===== config.mk =====
export PLATFORM = sky130hd
export DESIGN_NAME = change_dispenser
export DESIGN_NICKNAME = d
export VERILOG_FILES = /design/src/rtl/change_dispenser.sv
export SDC_FILE = /design/constraint.sdc
export NUM_CORES = 1
export LEC_CHECK = 0
export CAP_MARGIN = 20
export CORE_AREA = 2 2 51 53
export DETAILED_ROUTE_END_ITERATION = 7
export DIE_AREA = 0 0 53 55
export PLACE_DENSITY = 0.76
export SYNTH_ARGS = -nofsm -noshare
export SYNTH_HDL_FRONTEND = slang
export SYNTH_SLANG_ARGS = --single-unit

===== constraint.sdc =====
create_clock -name clk -period 2.1 [get_ports clk]
set_input_delay 0.21 -clock clk [delete_from_list [all_inputs] [get_ports clk]]
set_output_delay 0.21 -clock clk [all_outputs]
set_load 0.01 [all_outputs]

===== src/rtl/change_dispenser.sv =====
// Coin-return engine: pays out change (or a full refund) as timed 500/100
// coin-release pulses, greedy order, and strobes done when finished.
module change_dispenser #(
    parameter int WIDTH        = 5,
    parameter int PULSE_CYCLES = 2,
    parameter int GAP_CYCLES   = 2
) (
    input  logic             clk,
    input  logic             rst,
    input  logic             start,
    input  logic             cancel,
    input  logic [WIDTH-1:0] monto,
    input  logic [WIDTH-1:0] cost,
    output logic             coin500,
    output logic             coin100,
    output logic [WIDTH-1:0] remaining,
    output logic             busy,
    output logic             done,
    output logic             short
);

    localparam int MAX_CYCLES = (PULSE_CYCLES > GAP_CYCLES) ? PULSE_CYCLES : GAP_CYCLES;
    localparam int CNT_W      = (MAX_CYCLES > 1) ? $clog2(MAX_CYCLES) : 1;

    localparam logic [CNT_W-1:0] PULSE_LAST = CNT_W'(PULSE_CYCLES - 1);
    localparam logic [CNT_W-1:0] GAP_LAST   = CNT_W'(GAP_CYCLES - 1);
    localparam logic [CNT_W-1:0] CNT_ZERO   = {CNT_W{1'b0}};
    localparam logic [CNT_W-1:0] CNT_ONE    = CNT_W'(1);
    localparam logic [WIDTH-1:0] AMT_ZERO   = {WIDTH{1'b0}};
    localparam logic [WIDTH-1:0] AMT_ONE    = WIDTH'(1);
    localparam logic [WIDTH-1:0] AMT_FIVE   = WIDTH'(5);

    typedef enum logic [2:0] {
        IDLE  = 3'd0,
        EVAL  = 3'd1,
        PULSE = 3'd2,
        GAP   = 3'd3,
        DONE  = 3'd4
    } state_t;

    state_t           state_r;
    logic [CNT_W-1:0] cnt_r;
    logic             sel500_r;
    logic [WIDTH-1:0] latch_amt_s;
    logic             latch_short_s;

    // Amount to pay out for a request; subtract only after the compare so it never wraps.
    always_comb begin
        latch_amt_s   = AMT_ZERO;
        latch_short_s = 1'b0;
        if (cancel) begin
            latch_amt_s   = monto;
            latch_short_s = 1'b0;
        end else if (monto >= cost) begin
            latch_amt_s   = monto - cost;
            latch_short_s = 1'b0;
        end else begin
            latch_amt_s   = AMT_ZERO;
            latch_short_s = 1'b1;
        end
    end

    // Payout FSM with all outputs registered.
    always_ff @(posedge clk) begin
        if (rst) begin
            state_r   <= IDLE;
            cnt_r     <= CNT_ZERO;
            sel500_r  <= 1'b0;
            coin500   <= 1'b0;
            coin100   <= 1'b0;
            remaining <= AMT_ZERO;
            busy      <= 1'b0;
            done      <= 1'b0;
            short     <= 1'b0;
        end else begin
            case (state_r)
                IDLE: begin
                    coin500 <= 1'b0;
                    coin100 <= 1'b0;
                    done    <= 1'b0;
                    cnt_r   <= CNT_ZERO;
                    if (start) begin
                        remaining <= latch_amt_s;
                        short     <= latch_short_s;
                        busy      <= 1'b1;
                        state_r   <= EVAL;
                    end else begin
                        busy    <= 1'b0;
                        state_r <= IDLE;
                    end
                end
                EVAL: begin
                    cnt_r <= CNT_ZERO;
                    if (remaining >= AMT_FIVE) begin
                        sel500_r <= 1'b1;
                        coin500  <= 1'b1;
                        coin100  <= 1'b0;
                        state_r  <= PULSE;
                    end else if (remaining != AMT_ZERO) begin
                        sel500_r <= 1'b0;
                        coin500  <= 1'b0;
                        coin100  <= 1'b1;
                        state_r  <= PULSE;
                    end else begin
                        coin500 <= 1'b0;
                        coin100 <= 1'b0;
                        done    <= 1'b1;
                        state_r <= DONE;
                    end
                end
                PULSE: begin
                    if (cnt_r == PULSE_LAST) begin
                        coin500   <= 1'b0;
                        coin100   <= 1'b0;
                        remaining <= remaining - (sel500_r ? AMT_FIVE : AMT_ONE);
                        cnt_r     <= CNT_ZERO;
                        state_r   <= GAP;
                    end else begin
                        cnt_r   <= cnt_r + CNT_ONE;
                        state_r <= PULSE;
                    end
                end
                GAP: begin
                    coin500 <= 1'b0;
                    coin100 <= 1'b0;
                    if (cnt_r == GAP_LAST) begin
                        cnt_r   <= CNT_ZERO;
                        state_r <= EVAL;
                    end else begin
                        cnt_r   <= cnt_r + CNT_ONE;
                        state_r <= GAP;
                    end
                end
                DONE: begin
                    done    <= 1'b0;
                    busy    <= 1'b0;
                    state_r <= IDLE;
                end
                default: begin
                    state_r   <= IDLE;
                    cnt_r     <= CNT_ZERO;
                    coin500   <= 1'b0;
                    coin100   <= 1'b0;
                    remaining <= AMT_ZERO;
                    busy      <= 1'b0;
                    done      <= 1'b0;
                end
            endcase
        end
    end

endmodule


Word-level counts from Yosys, hierarchy flattened
Index checks and enable logic that the tools add are counted.
{ "totals": {"register_bits": 15, "out_inout_bits": 10, "word_cells": 65} }
{ "classes": {"add_sub_neg": 3, "order_cmp": 2, "eq_ne": 8, "n_mux": 29, "bitwise": 3, "n_reduce_logical": 11} }
{ "ops": {"columns": ["operator", "n"], "rows": [
  ["$mux W5", 4],
  ["$pmux W5 S3", 1],
  ["$mux W1", 14],
  ["$pmux W3 S4", 1],
  ["$mux W3", 3],
  ["$ne A2 B2 Y1 const B", 4],
  ["$eq A3 B2 Y1 const B", 2],
  ["$pmux W1 S2", 3],
  ["$pmux W1 S3", 2],
  ["$reduce_and A2 Y1", 3],
  ["$reduce_and A3 Y1", 2],
  ["$reduce_or A3 Y1", 2],
  ["$ge A5 B3 Y1 const B", 1],
  ["$ge A5 B5 Y1", 1],
  ["$reduce_bool A5 Y1", 1],
  ["$sub A5 B3 Y5", 1],
  ["$sub A5 B5 Y5", 1],
  ["$eq A3 B1 Y1 const B", 1],
  ["$eq A3 B3 Y1 const B", 1],
  ["$logic_not A3 Y1", 1],
  ["$not A1 Y1", 3],
  ["$mux W2", 1],
  ["$reduce_bool A2 Y1", 1],
  ["$reduce_or A2 Y1", 1],
  ["$add A1 B1 Y1 const B", 1]
]} }

Longest topological paths before layout
{ "depth": {"word_depth": 5, "depth_mapped": 9, "ltp_nobuf": 9} }

Least setup slack after synthesis
No wires, ideal clock.
{ "synth_timing": {"path_kind": "input port to flip-flop", "start": "in monto[0]", "end": "reg remaining[4]", "arrival_time_ps": 1645, "slack_ps": 351, "cell_stages": 9, "path_cell_list": "inv_1 > ha_1 > inv_1 > fa_1 > a21o_2 > a21oi_1 > xnor2_1 > nand2_1 > a2111oi_2"} }
{ "synth_between": {"elab_chain_len": 5} }
{ "synth_lines": {"columns": ["item", "line_no", "rtl"], "rows": [
  ["start, declared", "12", "input logic [WIDTH-1:0] monto,"],
  ["$sub A5 B5 Y5 / $ge A5 B5 Y1 (equally long branches)", "55, 54", null],
  ["$mux W5 (*)", "54", "end else if (monto >= cost) begin"],
  ["$mux W5 (*)", "51", "if (cancel) begin"],
  ["$mux W5 (*)", "82", "if (start) begin"],
  ["$pmux W5 S3 (*)", "76", "case (state_r)"],
  ["end signal, assigned", "83", "remaining <= latch_amt_s;"],
  ["end signal, assigned", "115", "remaining <= remaining - (sel500_r ? AMT_FIVE : AMT_ONE);"],
  ["end, declared", "16", "output logic [WIDTH-1:0] remaining,"]
]} }
Mark *: on every way between the ends. The rest lies on a longest branch, timed or not. The select of a mux whose other input is x is not followed.
A chain may end at the register's enable or synchronous reset.

Worst setup path in the final report
Same ends and word-level chain as after synthesis.

==> impl_metrics.json <==
{
  "status": "finished clean",
  "met1_usage_pct": 20.9,
  "routed_wl_um": 2370,
  "postRouteAntennaNets": 0,
  "clk_latency_ns": 0.28,
  "syn_avg_cell_area_um2": 8.73,
  "crit_path_max_fanout": 2,
  "clock_path_buffers": 2,
  "met3_usage_pct": 1.61,
  "drt-initial-drc-count": 22,
  "fmax_mhz": 508,
  "path_clk_slew_ns": 0.09,
  "root_buffer": "clkbuf_4",
  "ys_warn_count": 0,
  "yosys.area.top_type": "dfxtp_1",
  "crit_required_ns": 2.28,
  "cts.sinks": 15,
  "hold_path_end": "short$_SDFFE_PP0P_",
  "power_w": 0.00116,
  "drtPass1Iterations": 4,
  "arrival_ns": 2.15,
  "maxSlewViolCount": 0,
  "fin_crit_sh_pct": 93.8,
  "yosys-top-cells-count": "dfxtp_1 (15), nand2_1 (13), inv_1 (10)",
  "timing.rr.start": "remaining[2]$_SDFFE_PP0P_",
  "die_h_um": 55,
  "diodes": 0,
  "coreArea_um2": 2360,
  "synth-seq-cells": 15,
  "seq_area_frac_synth_pct": 26.9,
  "r2r_slack_ns": 0.15,
  "grt_pass1_wl_um": 3930,
  "die_width_um": 53,
  "antenna_found_initial": 0,
  "synth_area_leaders": "dfxtp_1 (27%), ha_1 (10%), nand2_1 (4.4%)",
  "worstHoldPathType": "reg2reg",
  "finalSetupViolCount": 0,
  "rows": 18,
  "ios": 24,
  "fin_skew_ns": 0.00552,
  "synth_edf_count": 0,
  "cp-end-kind": "flop",
  "viasPerCell": 5.46,
  "hp-start": "short$_SDFFE_PP0P_",
  "start_util_pct": 47.2,
  "gp_congestion": 0.850,
  "crit_chain": "clkdlybuf4s50_1 > inv_1 > ha_1 > inv_1 > fa_1 > a21o_2 > a21oi_2 > xnor2_1 > nand2_1 > a2111oi_2",
  "io_buffers": 23,
  "synth.distinct_cells": 46,
  "postSynthCellCount": 128,
  "top_usage_layer": "met2",
  "p_per_area_nw_per_um2": 808,
  "worst-path-buf-inv": 3,
  "gr-usage-met2_pct": 35.0,
  "die_area_um2": 2920,
  "syn_area_um2": 1120,
  "area_growth_pct": 28.8,
  "reg2reg_to": "remaining[4]$_SDFFE_PP0P_",
  "cpPeakStageDelay_ns": 0.42,
  "nNetsFinal": 182,
  "holdPathStages": 2,
  "grt_max_degree": 16,
  "gr-total-overflow": 0,
  "nFillCells": 231,
  "ys.flop_type": "dfxtp_1",
  "synth_top_area_share_pct": 26.9,
  "post_drt_wl_per_cell_um": 12.7,
  "worst_slack_ns": 0.131,
  "maxSlewHeadroom_pct": 60.2,
  "grt_pass1_vias": 938,
  "path_class": "in2reg",
  "hold_viol": 0,
  "ys_async_sr_fraction_pct": 0,
  "tightest_slew_ns": 0.595,
  "power.leakage_nw": 0.546,
  "syn_nets": 152,
  "dpl.hpwl_um": 1950,
  "drv_cap": 0,
  "preCtsSetupSlack_ns": -0.209,
  "crit_top_cell": "inv_1",
  "synth.most_common_cell": "dfxtp_1",
  "ir_worst_vdd_v": 0.000461,
  "min_period_ns": 1.97,
  "htreeDepth": 1,
  "reg2reg_depth": 6,
  "cts_buffers": 3,
  "grt_usage_pct": 18.3,
  "cpLargestDelayFamily": "compound AO/OA/AOI/OAI gates",
  "cts_tree": "yes",
  "rsz0062_at_grt": "no",
  "drc": 0,
  "cp_slowest_cell": "clkdlybuf4s50_1",
  "critPathLaunchType": "input pin",
  "drive_gt1_share_pct": 17.8,
  "vias": 1021
}
-- layout make-up --
type                       instances  area (um^2)  area share (%)
clock buffer                       4         26.3            1.83
inverter                          12         45.0            3.13
multi-input combinational         97          754            52.4
sequential                        15          300            20.9
tap                               30         37.5            2.61
timing repair buffer              29          275            19.1
-- layout by cell type, fill, tap and decap left out, types with 2 or more instances in the layout --
cell             count
inv_2                2
or3_1                2
inv_1               10
a21oi_1              8
nand2_1             13
o21a_1               2
clkbuf_4             3
a211oi_1             4
dfxtp_1             15
o21ai_0              4
a221oi_2             2
xor2_1               3
nor2_1               9
nor3_2               2
nor3_1               2
nor2b_1              2
a31oi_1              2
ha_1                 9
xnor2_1              2
nand2b_1             2
a311oi_1             3
buf_4                6
a2111oi_2            2
o211ai_1             2
clkdlybuf4s50_1     23
a21oi_2              2
-- metal layers --
layer / vias up / wire length [um] / part of all wire (%)
met5: - / 0 / 0
met4: 0 / 36 / 1.5
met3: 4 / 72 / 3.0
met2: 28 / 1240 / 52
met1: 466 / 1020 / 43
li1: 523 / - / -
-- through the flow --
stage | hold slack, ns | cell area [um^2] | cells | util (%) | setup TNS [ns]
detailed placement | 0.449 | 1410 | 183 | 59.6 | -0.630
global placement | 0.441 | 1410 | 183 | 59.6 | -0.349
finish | 0.457 | 1440 | 187 | 60.8 | 0
CTS | 0.461 | 1440 | 187 | 60.7 | 0
floorplan | 0.279 | 1120 | 128 | - | 0
global route | 0.491 | 1440 | 187 | 60.8 | 0
-- state kept, by name, summed over array words and instances, names as in the netlist --
name and cells:
cnt_r 1, state_r 3, short 1, sel500_r 1
busy 1, done 1, coin500 1, coin100 1
remaining 5
-- how the worst max path moves through the flow --
stage                  start                         to  cells past startpoint  slack, ns
floorplan           monto[0]  remaining[4]$_SDFFE_PP0P_                      9       0.35
global placement    monto[0]  remaining[4]$_SDFFE_PP0P_                     10      -0.13
detailed placement  monto[0]  remaining[4]$_SDFFE_PP0P_                     10      -0.21
CTS                 monto[0]  remaining[4]$_SDFFE_PP0P_                     10       0.09
global route        monto[0]  remaining[4]$_SDFFE_PP0P_                     10       0.02
finish              monto[0]  remaining[4]$_SDFFE_PP0P_                     10       0.13
-- power breakdown --
part | leakage [nW] | total, W | internal (W) | switching [W]
clock | 0.0150 | 0.000165 | 0.0000737 | 0.0000911
combinational | 0.408 | 0.000606 | 0.000286 | 0.000320
sequential | 0.123 | 0.000392 | 0.000334 | 0.0000579
total | 0.546 | 0.00116 | 0.000693 | 0.000469
-- kinds of logic (layout without fill, tap and decap cells) --
family | after synthesis | after routing | share of synthesized area (%)
fa+ha+maj | 10 | 10 | 11.9
xor+xnor | 5 | 5 | 3.92
mux | 1 | 1 | 1.01
simple gates | 45 | 45 | 22.8
buf+inv | 16 | 45 | 5.94
compound gates | 36 | 36 | 27.5
flops | 15 | 15 | 26.9
-- tightest hold or removal path: cells and delay by family, from the launching register on --
kind | cells | cell delay (ns)
AOI/OAI and AO/OA | 1 | 0.05
DFF | 1 | 0.32
and+or+nand+nor | 1 | 0.05
-- repair_timing --
item / in CTS / in global routing
buffers inserted: 0 / 0
hold buffers: 0 / 0
gates resized for setup: 0 / 1
setup endpoints to repair: 0 / 1
hold endpoints to repair: 0 / 0
No activity file was read; power rests on OpenSTA's default activity.
